**config.mk**
```make
export PLATFORM = sky130hd
export DESIGN_NAME = axi_stream_packet_if
export DESIGN_NICKNAME = d
export VERILOG_FILES = /design/src/rtl/axi_stream_packet_if.sv
export SDC_FILE = /design/constraint.sdc
export NUM_CORES = 1
export LEC_CHECK = 0
export ABC_AREA = 1
export BUFFER_PORTS_ARGS = -buffer_cell sky130_fd_sc_hd__buf_2
export CORE_MARGIN = 8
export CORE_UTILIZATION = 38
export CTS_CLUSTER_DIAMETER = 100
export DETAILED_ROUTE_END_ITERATION = 16
export PLACE_DENSITY = 0.83
export RECOVER_POWER = 50
export SLEW_MARGIN = 20
export SYNTH_ARGS = -nofsm -noshare
export SYNTH_HDL_FRONTEND = slang
export SYNTH_SLANG_ARGS = --single-unit
export TNS_END_PERCENT = 5
```
**constraint.sdc**
```tcl
create_clock -name clk -period 5.4 [get_ports clk]
set_input_delay 1.08 -clock clk [delete_from_list [all_inputs] [get_ports clk]]
set_output_delay 1.08 -clock clk [all_outputs]
set_load 0.05 [all_outputs]
```
**src/rtl/axi_stream_packet_if.sv**
```systemverilog
// AXI4-Stream pass-through stage with a per-packet word tracker.
// Beats are forwarded combinationally; the tracker only observes accepted transfers.
module axi_stream_packet_if #(
    parameter int DATA_WIDTH       = 64,
    parameter int USER_WIDTH       = 1,
    parameter int TKEEP            = 1,
    parameter int MAX_PACKET_BYTES = 65536,
    localparam int BPW = DATA_WIDTH / 8,
    localparam int CW  = $clog2(MAX_PACKET_BYTES / BPW + 1),
    localparam int BW  = $clog2(BPW),
    localparam int WBW = $clog2(BPW + 1)
) (
    input  logic                  clk,
    input  logic                  rst,
    input  logic [DATA_WIDTH-1:0] s_tdata,
    input  logic [USER_WIDTH-1:0] s_tuser,
    input  logic [BPW-1:0]        s_tkeep,
    input  logic                  s_tlast,
    input  logic                  s_tvalid,
    output logic                  s_tready,
    output logic [DATA_WIDTH-1:0] m_tdata,
    output logic [USER_WIDTH-1:0] m_tuser,
    output logic [BPW-1:0]        m_tkeep,
    output logic                  m_tlast,
    output logic                  m_tvalid,
    input  logic                  m_tready,
    input  logic [CW+BW-1:0]      query_byte,
    output logic                  reached,
    output logic [CW-1:0]         word_count,
    output logic                  sop,
    output logic [WBW-1:0]        word_bytes
);

    logic            xfer;
    logic [CW+BW-1:0] query_word;
    logic [WBW-1:0]  keep_count;
    logic [WBW-2:0]  trailing;

    assign m_tdata  = s_tdata;
    assign m_tuser  = s_tuser;
    assign m_tkeep  = s_tkeep;
    assign m_tlast  = s_tlast;
    assign m_tvalid = s_tvalid;
    assign s_tready = m_tready;

    assign xfer = s_tvalid & m_tready;

    // Saturates at all-ones so an oversized packet cannot wrap back to sop.
    always_ff @(posedge clk or posedge rst) begin
        if (rst) begin
            word_count <= '0;
        end else if (xfer) begin
            if (s_tlast) begin
                word_count <= '0;
            end else if (word_count != '1) begin
                word_count <= word_count + CW'(1);
            end
        end
    end

    assign sop        = (word_count == '0);
    assign query_word = query_byte >> BW;
    assign reached    = ((CW+BW)'(word_count) >= query_word);
    assign trailing   = s_tuser[WBW-2:0];

    always_comb begin
        keep_count = '0;
        for (int unsigned i = 0; i < BPW; i++) begin
            keep_count = keep_count + WBW'(s_tkeep[i]);
        end
    end

    always_comb begin
        word_bytes = WBW'(BPW);
        if (s_tlast) begin
            if (TKEEP != 0) begin
                word_bytes = keep_count;
            end else if (trailing != '0) begin
                word_bytes = {1'b0, trailing};
            end
        end
    end

endmodule

```
; Word-level counts from Yosys, hierarchy flattened
; Cells that the tools add are included.
[totals]
register_bits = 14
latchBits = 0
ramBits = 0
mem_bits_ro = 0
in_bits = 95
out_inout_bits = 96
elab_cells = 18
n_memories = 0
[classes]
addsub = 8
multipliers = 0
n_div = 0
n_lt_le_gt_ge = 1
n_eq_ne = 1
shifts = 0
mux = 3
bitwise = 1
reduce_logical = 3
[op_table]
columns = operator, n
row1 = $mux W14, 2
row2 = $add A4 B1 Y4, 4
row3 = $add A14 B1 Y14 const B, 1
row4 = $ge A14 B14 Y1, 1
row5 = $logic_not A14 Y1, 1
row6 = $ne A14 B14 Y1 const B, 1
row7 = $add A3 B1 Y4, 1
row8 = $mux W4, 1
row9 = $add A2 B1 Y3, 1
row10 = $add A1 B1 Y2, 1
row11 = $reduce_and A2 Y1, 1
row12 = $reduce_bool A2 Y1, 1
row13 = $and A1 B1 Y1, 1

; Logic depth before layout (Yosys ltp)
[depth]
word_depth = 8
depth_mapped = 10
mapped_depth_nobuf = 9

; Least setup slack after synthesis
; No wires, ideal clock.
[synth_timing]
path_kind = input to output
from = input s_tkeep[0]
to = output word_bytes[2]
t_arrival_ns = 3.934
required_time_ns = 4.320
slack_ns = 0.386
path_stages = 9
path_buffers = 0
path_cell_list = inv_1 fa_1 fa_1 fa_1 inv_1 ha_1 fa_1 xnor2_1 nor2_1
[synth_between]
elab_chain_cells = 8
[synth_rtl]
columns = item, line_no
row1 = "start, declared", 17  ; input logic [BPW-1:0] s_tkeep,
row2 = $add A1 B1 Y2, 69  ; keep_count = keep_count + WBW'(s_tkeep[i]);
row3 = $add A2 B1 Y3, 69
row4 = $add A3 B1 Y4, 69
row5 = $add A4 B1 Y4 (4 in a row), 69
row6 = $mux W4, 75  ; if (s_tlast) begin
row7 = "end, declared", 31  ; output logic [WBW-1:0] word_bytes
; No other way between the ends.

; Worst setup path in the final report
; Same ends and word-level chain as after synthesis.

==> results.ini <==
[clock_tree]
cts_tree = done
path_clk_slew_ps = 70
cts.sinks = 14
cts_buffer_depth = 2
h-tree-depth = 1
holdBufCountCts = 0
insertion_delay_ps = 250
postCtsResizedCells = 0
numCtsBuffers = 3
cts_setup_buffers = 0
root_buffer = clkbuf_8

[timing]
worst_slew_pin_slew_ps = 604
finalCritPeriodShare_pct = 90.2
fin_worst_skew_ps = 7.14
clock.fmax_ghz = 0.205
maxSlewViolCount = 0
setup_viol = 0
slew_headroom_pct = 59.9
min_period_ps = 4870
tns_ps = 0
hold_viol_final = 0
rsz0062_at_grt = false

[die]
ios = 191
start_util_pct = 38.6
die-area_sq_um = 8160
die_w_um = 90.4
core_area_sq_um = 5440
row_count = 27
die_h_um = 90.4

[final_layout]
drive_gt1_share_pct = 18.2
fill_cells = 582
ff_latch_area_sq_um = 350
stdcell_count = 363
top_register = word_count
n_antenna_cell = 0
largest_reg_flops = 14
top_regs = word_count (14)
multi_input_area_sq_um = 992
nets = 410
area_growth_pct = -8.46

[logic_synthesis]
yosysWarnings = 0
ys.flop_type = dfrtp_1
synth_area_leaders = buf_4 (27%), dfrtp_1 (17%), nand2_1 (13%)
ys_seq_elements = 14
async_flop_share_pct = 100
synth_top_area_share_pct = 27.2
yosys.area.top_type = buf_4
synth-simple-area-share_pct = 26.6
syn_avg_cell_area_sq_um = 6.82
netlist_area_sq_um = 2100
yosysUniqueCellTypes = 24
synthXorXnorAreaFrac_pct = 2.08
syn-num-nets = 426
synth.most_common_cell = buf_4
ys_top_cells_by_count = buf_4 (76), nand2_1 (72), inv_1 (44)
synth_edf_count = 0
synth-seq-area-share_pct = 16.7
synthCells = 308
synth_top_family_by_area = buffers and inverters
synthAdderAreaFrac_pct = 15.1
synth_compound_area_share_pct = 3.81
synthMuxAreaShare_pct = 0

[global_route]
grt_pass1_vias = 1739
grt_max_degree = 17
grt_pass1_wl_um = 7600
overflow = 0
grt_usage_pct = 10.8
antenna_found_initial = 0

[route]
drtIter0Drc = 119
drt_wl_total_um = 4470
drtAntennaViolNets = 0
vias = 1712
post_drt_wl_per_cell_um = 12.3
drt_first_pass_iters = 4
drc = 0
vias_per_cell = 4.72

[power]
total_power_uw = 378
combPwrFrac_pct = 41.7
powerDensity_nw_per_um2 = 197
power_leakage_nw = 1.12
p_clk_share_pct = 27.7
sequentialPowerShare_pct = 30.5
swShare_pct = 42.3
ir_drop_mv = 0.115
netSwitchingPower_uw = 160
p_int_uw = 218

[setup_path]
worst-setup-path-type = input port to output pin
crit_fanout = 2
crit_path_start_kind = input port
critPathCaptureType = output pin
required_ps = 4320
critPathArrivalTime_ps = 3790

[place]
dp_cells = 359
place.gp.congestion = 0.863
place_hpwl_um = 3620
port_buffers = 57

[job]
drv_cap = 0

[hold_path]
worstHoldPathType = flop to flop

[run_status]
status = finished, final reports clean

[per-layer routing]
| metal | track usage [%] | up-vias | wire (um) |
|---|---|---|---|
| met5 | 0 | - | 0 |
| met4 | 4.72 | 0 | 157 |
| met2 | 18.5 | 87 | 2070 |
| met1 | 11.5 | 747 | 1770 |
| met3 | 4.41 | 29 | 470 |
| li1 | - | 849 | - |
[layout make-up]
| type | instances | share of cell area, % |
|---|---|---|
| clock buffer | 4 | 2.86 |
| inverter | 44 | 8.59 |
| multi-input combinational | 172 | 51.6 |
| sequential | 14 | 18.2 |
| tap | 72 | 4.68 |
| timing repair buffer | 57 | 14.1 |
[path summary, 6_finish.rpt]
check,cells past startpoint,from,slack (ps),end
hold / removal,2,word_count[0]$_DFFE_PP0P_,580,word_count[0]$_DFFE_PP0P_
min in group asynchronous,2,rst,870,word_count[2]$_DFFE_PP0P_
setup / recovery,11,s_tkeep[0],530,word_bytes[2]
hold reg to reg,2,word_count[0]$_DFFE_PP0P_,580,word_count[0]$_DFFE_PP0P_
setup reg to reg,8,word_count[1]$_DFFE_PP0P_,3440,word_count[1]$_DFFE_PP0P_
max in group asynchronous,2,rst,4140,word_count[12]$_DFFE_PP0P_
[metrics by stage]
step	worst slack, ps	instance area [sq um]	hold WS [ps]	util (%)
finish	528	1920	584	35.4
global route	403	1920	641	35.4
CTS	495	1950	585	35.8
detailed placement	501	1890	567	34.8
global placement	554	1890	557	34.8
floorplan	386	2100	791	-
[power by group through the flow]
stage	sequential [mW]	combinational, mW	clock, mW
CTS	0.115	0.163	0.105
detailed placement	0.117	0.162	0
global placement	0.117	0.158	0
floorplan	0.129	0.243	0
finish	0.115	0.158	0.105
global route	0.116	0.175	0.109
[worst max-delay path, cell delays in order]
cell,delay (ps)
buf_2,80
inv_1,50
fa_1,540
fa_1,430
fa_1,490
inv_1,50
ha_1,200
fa_1,390
xnor2_1,140
nor2_1,70
buf_2,270
[cell usage in the layout (no fill, tap or decap)]
cell,instances
nand2_1,73
buf_2,45
inv_1,44
nor2_1,25
ha_1,19
nand3_1,17
dfrtp_1,14
clkbuf_1,12
a21oi_1,8
nand4_1,7
o21ai_0,5
fa_1,4
clkbuf_8,4
xnor2_1,3
nor2_4,2
xor2_1,2
o21bai_1,2
nand2_2,1
nor2_2,1
nor4_1,1
nor3_1,1
nand3b_1,1
[logic make-up after synthesis]
kind of cell,after synthesis
simple gates,129
xor+xnor,5
buf+inv,122
flops,14
fa+ha+maj,23
compound gates,15
Power figures use the tool's default switching activity.
